`config.mk`:
```
export PLATFORM = sky130hd
export DESIGN_NAME = pulse_former
export DESIGN_NICKNAME = d
export VERILOG_FILES = /design/src/rtl/osg_pkg.sv /design/src/rtl/pl_timebase.sv /design/src/rtl/pulse_former.sv
export SDC_FILE = /design/constraint.sdc
export NUM_CORES = 1
export LEC_CHECK = 0
export ABC_AREA = 1
export BUFFER_PORTS_ARGS = -buffer_cell sky130_fd_sc_hd__buf_2
export CORE_ASPECT_RATIO = 0.7
export CORE_UTILIZATION = 30
export DETAILED_ROUTE_END_ITERATION = 10
export GPL_ROUTABILITY_DRIVEN = 0
export HOLD_SLACK_MARGIN = 0.08
export PLACE_DENSITY = 0.53
export SYNTH_ARGS = -nofsm -noshare
export SYNTH_HDL_FRONTEND = slang
export SYNTH_HIERARCHICAL = 1
export SYNTH_SLANG_ARGS = --single-unit
```
`constraint.sdc`:
```
create_clock -name clk_Pulse -period 2.3 [get_ports clk_Pulse]
set_clock_uncertainty 0.1 [all_clocks]
set_input_delay 0.575 -clock clk_Pulse [delete_from_list [all_inputs] [get_ports clk_Pulse]]
set_output_delay 0.575 -clock clk_Pulse [all_outputs]
set_load 0.01 [all_outputs]
```
`src/rtl/osg_pkg.sv`:
```
//------------------------------------------------------------------------------
// Module  : osg_pkg
// Brief   : Shared OSG definitions: timebase codes, divider defaults, FSM states.
// Revision: 1.0 - initial release
//------------------------------------------------------------------------------
`default_nettype none

package osg_pkg;

  localparam logic [4:0] MLT_CLK  = 5'd1;
  localparam logic [4:0] MLT_MID  = 5'd2;
  localparam logic [4:0] MLT_SLOW = 5'd3;

  localparam int DIV_MID_DEFAULT  = 100;
  localparam int DIV_SLOW_DEFAULT = 100000;

  typedef enum logic [1:0] {
    ST_IDLE  = 2'd0,
    ST_PULSE = 2'd1,
    ST_GAP   = 2'd2,
    ST_DONE  = 2'd3
  } pl_state_e;

endpackage

`default_nettype wire

```
`src/rtl/pl_timebase.sv`:
```
//------------------------------------------------------------------------------
// Module  : pl_timebase
// Brief   : Prescaler producing a one-cycle tick every 1/DIV_MID/DIV_SLOW clocks.
// Revision: 1.0 - initial release
//------------------------------------------------------------------------------
`default_nettype none

module pl_timebase
  import osg_pkg::*;
#(
  parameter int DIV_MID  = DIV_MID_DEFAULT,
  parameter int DIV_SLOW = DIV_SLOW_DEFAULT
) (
  input  logic       clk_Pulse,
  input  logic       rst_n,
  input  logic       clr,
  input  logic [4:0] code,
  output logic       tick
);

  localparam int DIV_MAX = (DIV_SLOW > DIV_MID) ? DIV_SLOW : DIV_MID;
  localparam int CNT_W   = $clog2(DIV_MAX + 1);

  logic [CNT_W-1:0] r_cnt;
  logic [CNT_W-1:0] w_limit;

  // Unknown codes fall back to the raw clock.
  always_comb begin
    w_limit = '0;
    case (code)
      MLT_MID:  w_limit = CNT_W'(DIV_MID - 1);
      MLT_SLOW: w_limit = CNT_W'(DIV_SLOW - 1);
      default:  w_limit = '0;
    endcase
  end

  always_ff @(posedge clk_Pulse or negedge rst_n) begin
    if (!rst_n) begin
      r_cnt <= '0;
    end else if (clr || (r_cnt == w_limit)) begin
      r_cnt <= '0;
    end else begin
      r_cnt <= r_cnt + 1'b1;
    end
  end

  assign tick = (r_cnt == w_limit);

endmodule

`default_nettype wire

```
`src/rtl/pulse_former.sv`:
```
//------------------------------------------------------------------------------
// Module  : pulse_former
// Brief   : Launch-edge triggered light pulse generator; burst mode when
//           PULSE_FORMER_PL_BURST_EN is defined.
// Revision: 1.0 - initial release
//------------------------------------------------------------------------------
`default_nettype none

module pulse_former
  import osg_pkg::*;
#(
  parameter int LEN_W    = 17,
  parameter int NUM_W    = 8,
  parameter int DIV_MID  = DIV_MID_DEFAULT,
  parameter int DIV_SLOW = DIV_SLOW_DEFAULT
) (
  input  logic             clk_Pulse,
  input  logic             rst_n,
  input  logic             launch_PL,
  input  logic [LEN_W-1:0] pl_len,
  input  logic [LEN_W-1:0] pl_gap,
  input  logic [NUM_W-1:0] pl_num,
  input  logic [4:0]       pl_mlt,
  output logic             PL_out,
  output logic             PL_busy,
  output logic             PL_done
);

  pl_state_e        r_state;
  pl_state_e        w_next;
  logic             r_launch_q;
  logic [LEN_W-1:0] r_len;
  logic [LEN_W-1:0] r_tcnt;
  logic [4:0]       r_mlt;
  logic             r_out;
  logic             r_busy;
  logic             r_done;
  logic             w_start;
  logic             w_tick;
  logic             w_clr;
  logic             w_len_hit;
  logic             w_last;

`ifdef PULSE_FORMER_PL_BURST_EN
  logic [LEN_W-1:0] r_gap;
  logic [NUM_W-1:0] r_num;
  logic [NUM_W-1:0] r_pcnt;
  logic             w_gap_hit;

  assign w_last    = (r_pcnt == (r_num - NUM_W'(1)));
  assign w_gap_hit = (r_gap == '0) || (w_tick && (r_tcnt == (r_gap - LEN_W'(1))));
`else
  logic w_unused;

  assign w_unused = ^{pl_gap, pl_num};
  assign w_last   = 1'b1;
`endif

  assign w_start   = launch_PL & ~r_launch_q;
  assign w_len_hit = w_tick && (r_tcnt == (r_len - LEN_W'(1)));
  // Realign the prescaler whenever a pulse begins so its width is exact.
  assign w_clr     = (r_state == ST_IDLE) || ((r_state == ST_GAP) && (w_next == ST_PULSE));

  pl_timebase #(
    .DIV_MID  (DIV_MID),
    .DIV_SLOW (DIV_SLOW)
  ) u_timebase (
    .clk_Pulse (clk_Pulse),
    .rst_n     (rst_n),
    .clr       (w_clr),
    .code      (r_mlt),
    .tick      (w_tick)
  );

  always_ff @(posedge clk_Pulse or negedge rst_n) begin
    if (!rst_n) begin
      r_state <= ST_IDLE;
    end else begin
      r_state <= w_next;
    end
  end

  // Abort (launch low) outranks tick completion in every active state.
  always_comb begin
    w_next = r_state;
    case (r_state)
      ST_IDLE: begin
        if (w_start) w_next = (pl_len == '0) ? ST_DONE : ST_PULSE;
      end
      ST_PULSE: begin
        if (!launch_PL)     w_next = ST_IDLE;
        else if (w_len_hit) w_next = w_last ? ST_DONE : ST_GAP;
      end
`ifdef PULSE_FORMER_PL_BURST_EN
      ST_GAP: begin
        if (!launch_PL)     w_next = ST_IDLE;
        else if (w_gap_hit) w_next = ST_PULSE;
      end
`endif
      ST_DONE: w_next = ST_IDLE;
      default: w_next = ST_IDLE;
    endcase
  end

  always_ff @(posedge clk_Pulse or negedge rst_n) begin
    if (!rst_n) begin
      r_launch_q <= 1'b0;
      r_len      <= '0;
      r_mlt      <= '0;
      r_tcnt     <= '0;
      r_out      <= 1'b0;
      r_busy     <= 1'b0;
      r_done     <= 1'b0;
`ifdef PULSE_FORMER_PL_BURST_EN
      r_gap      <= '0;
      r_num      <= '0;
      r_pcnt     <= '0;
`endif
    end else begin
      r_launch_q <= launch_PL;
      r_out      <= (w_next == ST_PULSE);
      r_busy     <= (w_next == ST_PULSE) || (w_next == ST_GAP);
      r_done     <= (w_next == ST_DONE);
      if (r_state == ST_IDLE) begin
        r_tcnt <= '0;
        if (w_start) begin
          r_len <= pl_len;
          r_mlt <= pl_mlt;
`ifdef PULSE_FORMER_PL_BURST_EN
          r_gap  <= pl_gap;
          r_num  <= (pl_num == '0) ? NUM_W'(1) : pl_num;
          r_pcnt <= '0;
`endif
        end
      end else if (w_next != r_state) begin
        r_tcnt <= '0;
`ifdef PULSE_FORMER_PL_BURST_EN
        if (r_state == ST_PULSE) r_pcnt <= r_pcnt + 1'b1;
`endif
      end else if (w_tick) begin
        r_tcnt <= r_tcnt + 1'b1;
      end
    end
  end

  assign PL_out  = r_out;
  assign PL_busy = r_busy;
  assign PL_done = r_done;

endmodule

`default_nettype wire

```
[Word-level counts from Yosys, hierarchy flattened]
Cells that the tools add are included.
Word-level totals
  register bits after elaboration: 62
  output and inout bits: 3
Cells by class
  bitwise operators: 2
  equality and inequality tests: 10
  add/sub/neg operators: 3
  reductions and logical operators: 9
  multiplexer cells: 10
Operator list (number)
  17-bit 2-to-1 mux: 4
  17-bit by 1-bit adder with 17-bit output, second input constant: 2
  17-bit equality test: 2
  17-bit case mux with 2 select lines: 1
  17-bit logical NOT: 1
  17-bit by 1-bit subtractor with 17-bit output, second input constant: 1
  5-bit by 2-bit equality test with 1-bit output, second input constant: 2
  2-bit 2-to-1 mux: 4
  2-bit equality test, second input constant: 3
  2-bit by 1-bit equality test with 1-bit output, second input constant: 2
  2-bit case mux with 2 select lines: 1
  1-bit logical OR: 3
  3-bit nonzero test: 1
  1-bit logical AND: 2
  2-bit logical NOT: 1
  2-bit inequality test: 1
  2-bit AND reduction: 1
  1-bit bitwise AND: 1
  1-bit inverter: 1

[Depth between registers and ports, before layout]
Gate-level depths: netlist of run 1.
  depth after elaboration: 12
  gate-level depth with buffers: 21
  mapped depth without buffers: 21

[By module]
Netlist of run 1, hierarchy kept.
By module, submodules not included
  pulse_former: area an instance 2942.8 µm², seq. area each 1126.1 µm², times used 1, cells each 411
  pl_timebase: area an instance 1037.2 µm², seq. area each 425.4 µm², times used 1, cells each 141

[Worst setup path after synthesis of run 1]
OpenSTA, ideal clock, no wires.
  kind: register to register
  from: reg u_timebase.r_cnt[1]
  to: reg r_busy, in the netlist PL_busy
  stages on the path, launching flop included: 20
  arrival: 2.106 ns
  slack: -0.019 ns
  period minus slack after synthesis: 2.319 ns
  library setup time: 0.113 ns
  buffers on the path: 0
  required time: 2.087 ns
  path through: dfrtp_1 or2_2 nand2_1 nand2_1 nand2_1 nand2_1 nor2_1 nand2_1 nor2_1 nand2_1 nor2_1 inv_1 nor2_1 nand3_1 nor2_1 nand2_1 nor2_1 nor2_1 ha_1 inv_1
On the way
  word-level cells in the longest chain between the ends: 7
RTL lines
  from (decl): line pl_timebase.sv:24  | logic [CNT_W-1:0] r_cnt;
  from (signal assigned): line pl_timebase.sv:43  | r_cnt <= r_cnt + 1'b1;
  17-bit equality test (*): line pl_timebase.sv:47  | assign tick = (r_cnt == w_limit);
  net w_tick: line pulse_former.sv:39  | logic w_tick;
  1-bit logical AND (*): line pulse_former.sv:60  | assign w_len_hit = w_tick && (r_tcnt == (r_len - LEN_W'(1)));
  2-bit 2-to-1 mux (*): line pulse_former.sv:92  | else if (w_len_hit) w_next = w_last ? ST_DONE : ST_GAP;
  2-bit 2-to-1 mux (*): line pulse_former.sv:91  | if (!launch_PL) w_next = ST_IDLE;
  2-bit case mux with 2 select lines (*): line pulse_former.sv:86  | case (r_state)
  2-bit by 1-bit equality test with 1-bit output or 2-bit equality test (tied branches): line pulse_former.sv:122  | r_busy <= (w_next == ST_PULSE) || (w_next == ST_GAP);
  1-bit logical OR (*): line pulse_former.sv:122
  to (signal assigned): line pulse_former.sv:122
  to (decl): line pulse_former.sv:36  | logic r_busy;
The timed path passes the listed nets; every way through them passes the cells marked *.
A chain may end at the register's enable or synchronous reset.

[Worst setup path after layout of run 1]
  from: reg u_timebase.r_cnt[10]
  to: reg r_busy, in the netlist PL_busy
The elaborated chain is that of the path after synthesis.

==> reports/metrics.cfg, run 1 <==
[cts]
numCtsBuffers=9
cts-root-buf=clkbuf_16
htree_levels=3
cts.clk_slew.worst_paths_ns=0.06
clock_latency_ns=0.33
cts_sinks=62
clock_path_buffers=2
cts_tree=yes

[route]
drt_first_pass_iters=5
drt-initial-drc-count=279
vias=3708
ant_nets=0
avgRoutedWirePerCell_um=13.03
via_per_inst=4.629
drt_wl_total_mm=10.44
route.detailed.drc=0

[power]
pwr_density_cell_nw_per_um2=689.1
leakage_nw=2.401
finalPower_w=0.003482
ir_worst_vdd_mv=0.3807

[hold_path]
hold_path.class=primary input to register

[die]
die_h_um=98.37
pin_count=53
rows=34
core_area_um2=12680
dieArea_um2=13740
die_w_um=139.7
start_util_pct=31.40

[sta]
max_freq_ghz=0.4147
setup_viol=14
slew_headroom_pct=45.42
report.final.slew_viol_count=0
fin_crit_sh_pct=104.8
finalHoldViolCount=0
fin_ws_ns=-0.1112
setup_tns_ns=-0.4391
layout_min_cycle_time_ns=2.411
rsz0062_at_grt=yes
worst_pin_slew_ns=0.8188

[grt]
grt_overflow=0
grt_max_degree=49
grt_pass1_vias=3475
grtUsageTotal_pct=16.32
antenna_found_initial=0
grt_pass1_wl_mm=17.28

[final_layout]
nets=689
final_util_pct=39.85
drive_above_1_share_pct=24.41
instances_no_fill=801
area_growth_pct=26.94
n_antenna_cell=0
design_area_um2=5052
mostFrequentLayoutCell=nand2_1
final_cell_mix=nand2_1 (136), nor2_1 (75), inv_1 (73)

[place]
dpl.hpwl_mm=7.863
place_area_um2=4613
portBuffers=27
placed_cells=778

[synth]
synthCells=552
synth-seq-cells=62
synth_area_um2=3980
synth_top_area_share_pct=38.98
async_flop_share_pct=100.0
yosys_warnings=6
synth_top_area_cell=dfrtp_1
syn_nets=607
yosysUniqueCellTypes=38
syn_avg_cell_area_um2=7.210
synth_edf_count=0
dominantRegCellSynth=dfrtp_1
ys_seq_area_share_pct=38.98
synthTopCellsByArea=dfrtp_1 (39%), nand2_1 (13%), nor2_1 (8.1%)

[critical_path]
cp_data_arrival_time_ns=2.54
critPathBufInv=2
worstPathRequired_ns=2.43
critPathTopFamily=simple AND/OR/NAND/NOR gates
worstSetupStartpointType=register
cp_slowest_cell=dfrtp_1
path_cells=nor2_1 > nand2_1 > nor2_2 > nand2_1 > nand2_1 > nand2_2 > nor2_4 > nand2_1 > nor2_1 > nand2_1 > nor2_2 > inv_1 > nor2_1 > nand3_1 > nor2_1 > nand2_1 > nor2_1 > nor2_1 > ha_1 > inv_1
cpPeakStageDelay_ns=0.38
path_class=register to register
end_kind=register
worstPathMaxFanout=2

[flow_run]
cap_violations=0

[outcome]
status=complete, but fails checks
violations=setup timing

## worst register-to-register path: cells and delay by family (launching register included)
| family | cells | cell delay, ns |
|---|---|---|
| DFF | 1 | 0.38 |
| and+or+nand+nor | 17 | 1.48 |
| adders and majority gates | 1 | 0.26 |
| buffers and inverters | 2 | 0.09 |
## report_power, final
group	switching (W)	internal, W
Sequential	0.000116	0.00119
Clock	0.000500	0.000867
Combinational	0.000490	0.000322
## per-stage QoR
step                hold WS (ns)  worst slack, ns
floorplan                 0.1794          0.02092
finish                    0.2897          -0.1112
detailed placement        0.3972          -0.1573
CTS                       0.2833          -0.1589
global placement          0.3923          -0.1693
global route              0.2820          -0.3676
## cell type report
type                    count  area, um^2
repair buffers             76       518.0
clock inverters             5       58.81
inverters                  76       285.3
well taps                 162       202.7
fillers                  1288        7625
flip-flops and latches     62        1551
multi-input cells         409        2193
clock buffers              11       242.7
## routing by layer
layer	track usage [%]	vias to the layer above	wire, um
met5	0	-	0
met4	4.565	0	102
met3	3.678	8	584
met2	22.73	105	4141
met1	24.83	1693	5611
li1	-	1902	-
## timing repair
action,4_1_cts,5_1_grt
setup buffers,3,2
gates cloned,1,1
gates resized for setup,3,19
setup endpoints to repair,20,21
hold buffers,1,0
endpoints found under the hold margin,14,0
pin swaps,13,17
## registers in the layout, indices dropped and copies added (netlist names)
name              count
u_timebase/r_cnt     17
PL_out                1
r_len                17
PL_busy               1
r_tcnt               17
PL_done               1
r_state               2
r_launch_q            1
r_mlt                 5
## synth_stat cells, types with 2 or more instances
master / n
dfrtp_1: 62
nand3_2: 2
xnor2_1: 11
mux2_2: 5
nor2_1: 86
nor2_2: 23
nand3_1: 36
nor3_1: 4
inv_1: 73
clkbuf_1: 3
o21bai_1: 2
nand2_2: 5
ha_1: 5
nand4_1: 12
buf_1: 2
nand2_1: 140
inv_2: 2
xor2_1: 16
nand3_4: 2
a21oi_1: 10
o21ai_0: 29
nand3b_1: 3
nor2_4: 4
## final timing paths
kind                                                start                    to  slack (ns)  cells past startpoint
setup / recovery           u_timebase/r_cnt[10]$_DFF_PN0_     PL_busy$_DFF_PN0_       -0.11                     20
setup reg to reg           u_timebase/r_cnt[10]$_DFF_PN0_     PL_busy$_DFF_PN0_       -0.11                     20
max in group asynchronous                           rst_n  r_launch_q$_DFF_PN0_        0.91                      3
hold reg to reg                      r_mlt[0]$_DFFE_PN0P_  r_mlt[0]$_DFFE_PN0P_        0.41                      1
hold / removal                                  launch_PL  r_launch_q$_DFF_PN0_        0.29                      1
min in group asynchronous                           rst_n  r_len[2]$_DFFE_PN0P_        0.60                      2
## cells by family (layout without fill, tap and decap cells)
logic type	Yosys count	count (layout)	synth area share [%]
compound gates	48	48	6.885
flops	62	62	38.98
simple gates	321	323	36.37
mux	5	5	1.415
buf+inv	83	168	8.425
xor+xnor	28	28	6.350
fa+ha+maj	5	5	1.572
Power figures use the tool's default switching activity.
==> run 2: changes to the inputs <==
--- a/config.mk
+++ b/config.mk
@@ -7,7 +7,7 @@
 export LEC_CHECK = 0
 export ABC_AREA = 1
 export BUFFER_PORTS_ARGS = -buffer_cell sky130_fd_sc_hd__buf_2
-export CORE_ASPECT_RATIO = 0.7
+export CORE_ASPECT_RATIO = 2
 export CORE_UTILIZATION = 30
 export DETAILED_ROUTE_END_ITERATION = 10
 export GPL_ROUTABILITY_DRIVEN = 0
@@ -17,3 +17,4 @@
 export SYNTH_HDL_FRONTEND = slang
 export SYNTH_HIERARCHICAL = 1
 export SYNTH_SLANG_ARGS = --single-unit
+export TNS_END_PERCENT = 10
==> run 2 against run 1 <==
  * The flow still finishes with violations (setup timing)
  * Clock power increased by 10%
  * Final area stayed put
  * Setup slack worse by 0.045 ns
  * Fmax shrank 1.8%
  * Largest cell class unchanged
  * Largest power group unchanged
  * Register-to-register slack lost 0.04 ns
  * Critical endpoint is now r_tcnt[16]$_DFFE_PN0P_
  * Sequential power hardly changed
==> reports/metrics.cfg, run 2 (synthesis results as in run 1) <==
[outcome]
status=complete, but fails checks
violations=setup timing

[cts]
cts-root-buf=clkbuf_16
htree_levels=3
cts_sinks=62
numCtsBuffers=9
cts_tree=yes
clock_latency_ns=0.34
clock_path_buffers=2
cts.clk_slew.worst_paths_ns=0.06

[die]
dieArea_um2=13760
start_util_pct=30.63
die_h_um=164.9
pin_count=53
core_area_um2=12990
die_w_um=83.45
rows=59

[critical_path]
worstPathRequired_ns=2.46
cp_data_arrival_time_ns=2.61
cpPeakStageDelay_ns=0.40
end_kind=register
path_class=register to register
worstSetupStartpointType=register
critPathTopFamily=buffers and inverters
cp_slowest_cell=dfrtp_1
critPathBufInv=8
path_cells=nor2_4 > nand2_2 > nor2_2 > buf_4 > nand2_1 > nand2_2 > nor2_4 > buf_4 > buf_4 > buf_4 > buf_4 > buf_4 > nor2_4 > inv_1 > o21ai_0 > inv_1 > nor2_1
worstPathMaxFanout=12
crit_top_cell=buf_4

[grt]
grt_overflow=0
antenna_found_initial=0
grt_pass1_vias=3919
grt_pass1_wl_mm=18.29
grtUsageTotal_pct=17.39
grt_max_degree=48

[sta]
layout_min_cycle_time_ns=2.456
setup_viol=19
finalHoldViolCount=0
max_freq_ghz=0.4071
fin_crit_sh_pct=106.8
rsz0062_at_grt=yes
slew_headroom_pct=67.31
fin_ws_ns=-0.1561
worst_pin_slew_ns=0.4890
setup_tns_ns=-1.224
hold_ws_ns=0.2782
report.final.slew_viol_count=0

[final_layout]
instances_no_fill=789
mostFrequentLayoutCell=nand2_1
nets=687
drive_above_1_share_pct=24.65
reg.largest.list=r_len (17), r_tcnt (17), u_timebase/r_cnt (17)
final_cell_mix=nand2_1 (135), nor2_1 (77), inv_1 (71)
n_antenna_cell=0
area_growth_pct=26.94
final_util_pct=38.89
n_fill_cell=1390

[hold_path]
hold_path.class=primary input to register

[route]
vias=3754
drt_wl_total_mm=10.89
drt_first_pass_iters=4
drt-initial-drc-count=154
route.detailed.drc=0
via_per_inst=4.758
avgRoutedWirePerCell_um=13.80
ant_nets=0

[power]
intPower_w=0.002498
ir_worst_vdd_mv=0.5190
clock_power_share_pct=41.5
leakage_nw=2.389
power_frac_comb_pct=22.1
power_switching_w=0.001127
pwr_density_cell_nw_per_um2=717.6
p_sw_share_pct=31.09
p_seq_share_pct=36.4

[place]
portBuffers=27
placed_cells=764
dpl.hpwl_mm=8.632

[flow_run]
cap_violations=0

run 2: path summary, 6_finish.rpt:
| check | slack, ns | cells past startpoint | endpoint | start |
|---|---|---|---|---|
| min | 0.28 | 1 | r_launch_q$_DFF_PN0_ | launch_PL |
| min reg2reg | 0.41 | 1 | r_mlt[0]$_DFFE_PN0P_ | r_mlt[0]$_DFFE_PN0P_ |
| min in group asynchronous | 0.60 | 2 | r_tcnt[0]$_DFFE_PN0P_ | rst_n |
| max reg2reg | -0.16 | 17 | r_tcnt[16]$_DFFE_PN0P_ | r_mlt[2]$_DFFE_PN0P_ |
| max in group asynchronous | 0.92 | 3 | r_len[13]$_DFFE_PN0P_ | rst_n |
| max | -0.16 | 17 | r_tcnt[16]$_DFFE_PN0P_ | r_mlt[2]$_DFFE_PN0P_ |
run 2: worst reg2reg max path, stage by stage, from the launching register on:
cell and delay [ns]:
dfrtp_1 0.40, nor2_4 0.13, nand2_2 0.08, nor2_2 0.10
buf_4 0.11, nand2_1 0.05, nand2_2 0.10, nor2_4 0.05
buf_4 0.12, buf_4 0.12, buf_4 0.11, buf_4 0.12
buf_4 0.18, nor2_4 0.16, inv_1 0.09, o21ai_0 0.17
inv_1 0.07, nor2_1 0.11
run 2: power groups by stage:
stage	sequential [W]	combinational, W	clock [W]
final	0.00132	0.000802	0.00151
after global routing	0.00133	0.000914	0.00159
after CTS	0.00132	0.000773	0.00155
after detailed placement	0.00134	0.000725	0
after global placement	0.00134	0.000707	0
after floorplan	0.00129	0.000504	0
run 2: per-stage QoR:
stage | cell area (um^2) | total power (W) | setup slack, ns
2_1_floorplan | 3983 | 0.001792 | 0.02092
3_3_place_gp | 4571 | 0.002043 | -0.2787
3_5_place_dp | 4571 | 0.002062 | -0.2707
4_1_cts | 4972 | 0.003639 | -0.1732
5_1_grt | 5052 | 0.003838 | -0.4108
6_report | 5052 | 0.003626 | -0.1561
run 2: repair_timing:
item | CTS | global route
buffers inserted | 5 | 3
endpoints found under the setup margin | 21 | 21
hold buffers | 1 | 0
pin swaps | 13 | 9
gates resized for setup | 8 | 19
endpoints found under the hold margin | 10 | 0
cloned | 0 | 0
run 2: cell type report:
cell class / instances / area (um^2) / area share [%]
Multi-Input combinational cell: 407 / 2161 / 42.77
Tap cell: 152 / 190.2 / 3.764
Sequential cell: 62 / 1551 / 30.71
Timing Repair Buffer: 76 / 533.0 / 10.55
Inverter: 76 / 285.3 / 5.646
Clock buffer: 10 / 239.0 / 4.730
Clock inverter: 6 / 92.59 / 1.833
run 2: routing by layer:
metal / up-vias / GRT usage, % / part of all wire [%]
met4: 0 / 10.63 / 5.1
li1: 1891 / - / -
met2: 51 / 36.21 / 61
met5: - / 0 / 0
met1: 1780 / 14.73 / 32
met3: 32 / 3.048 / 1.9
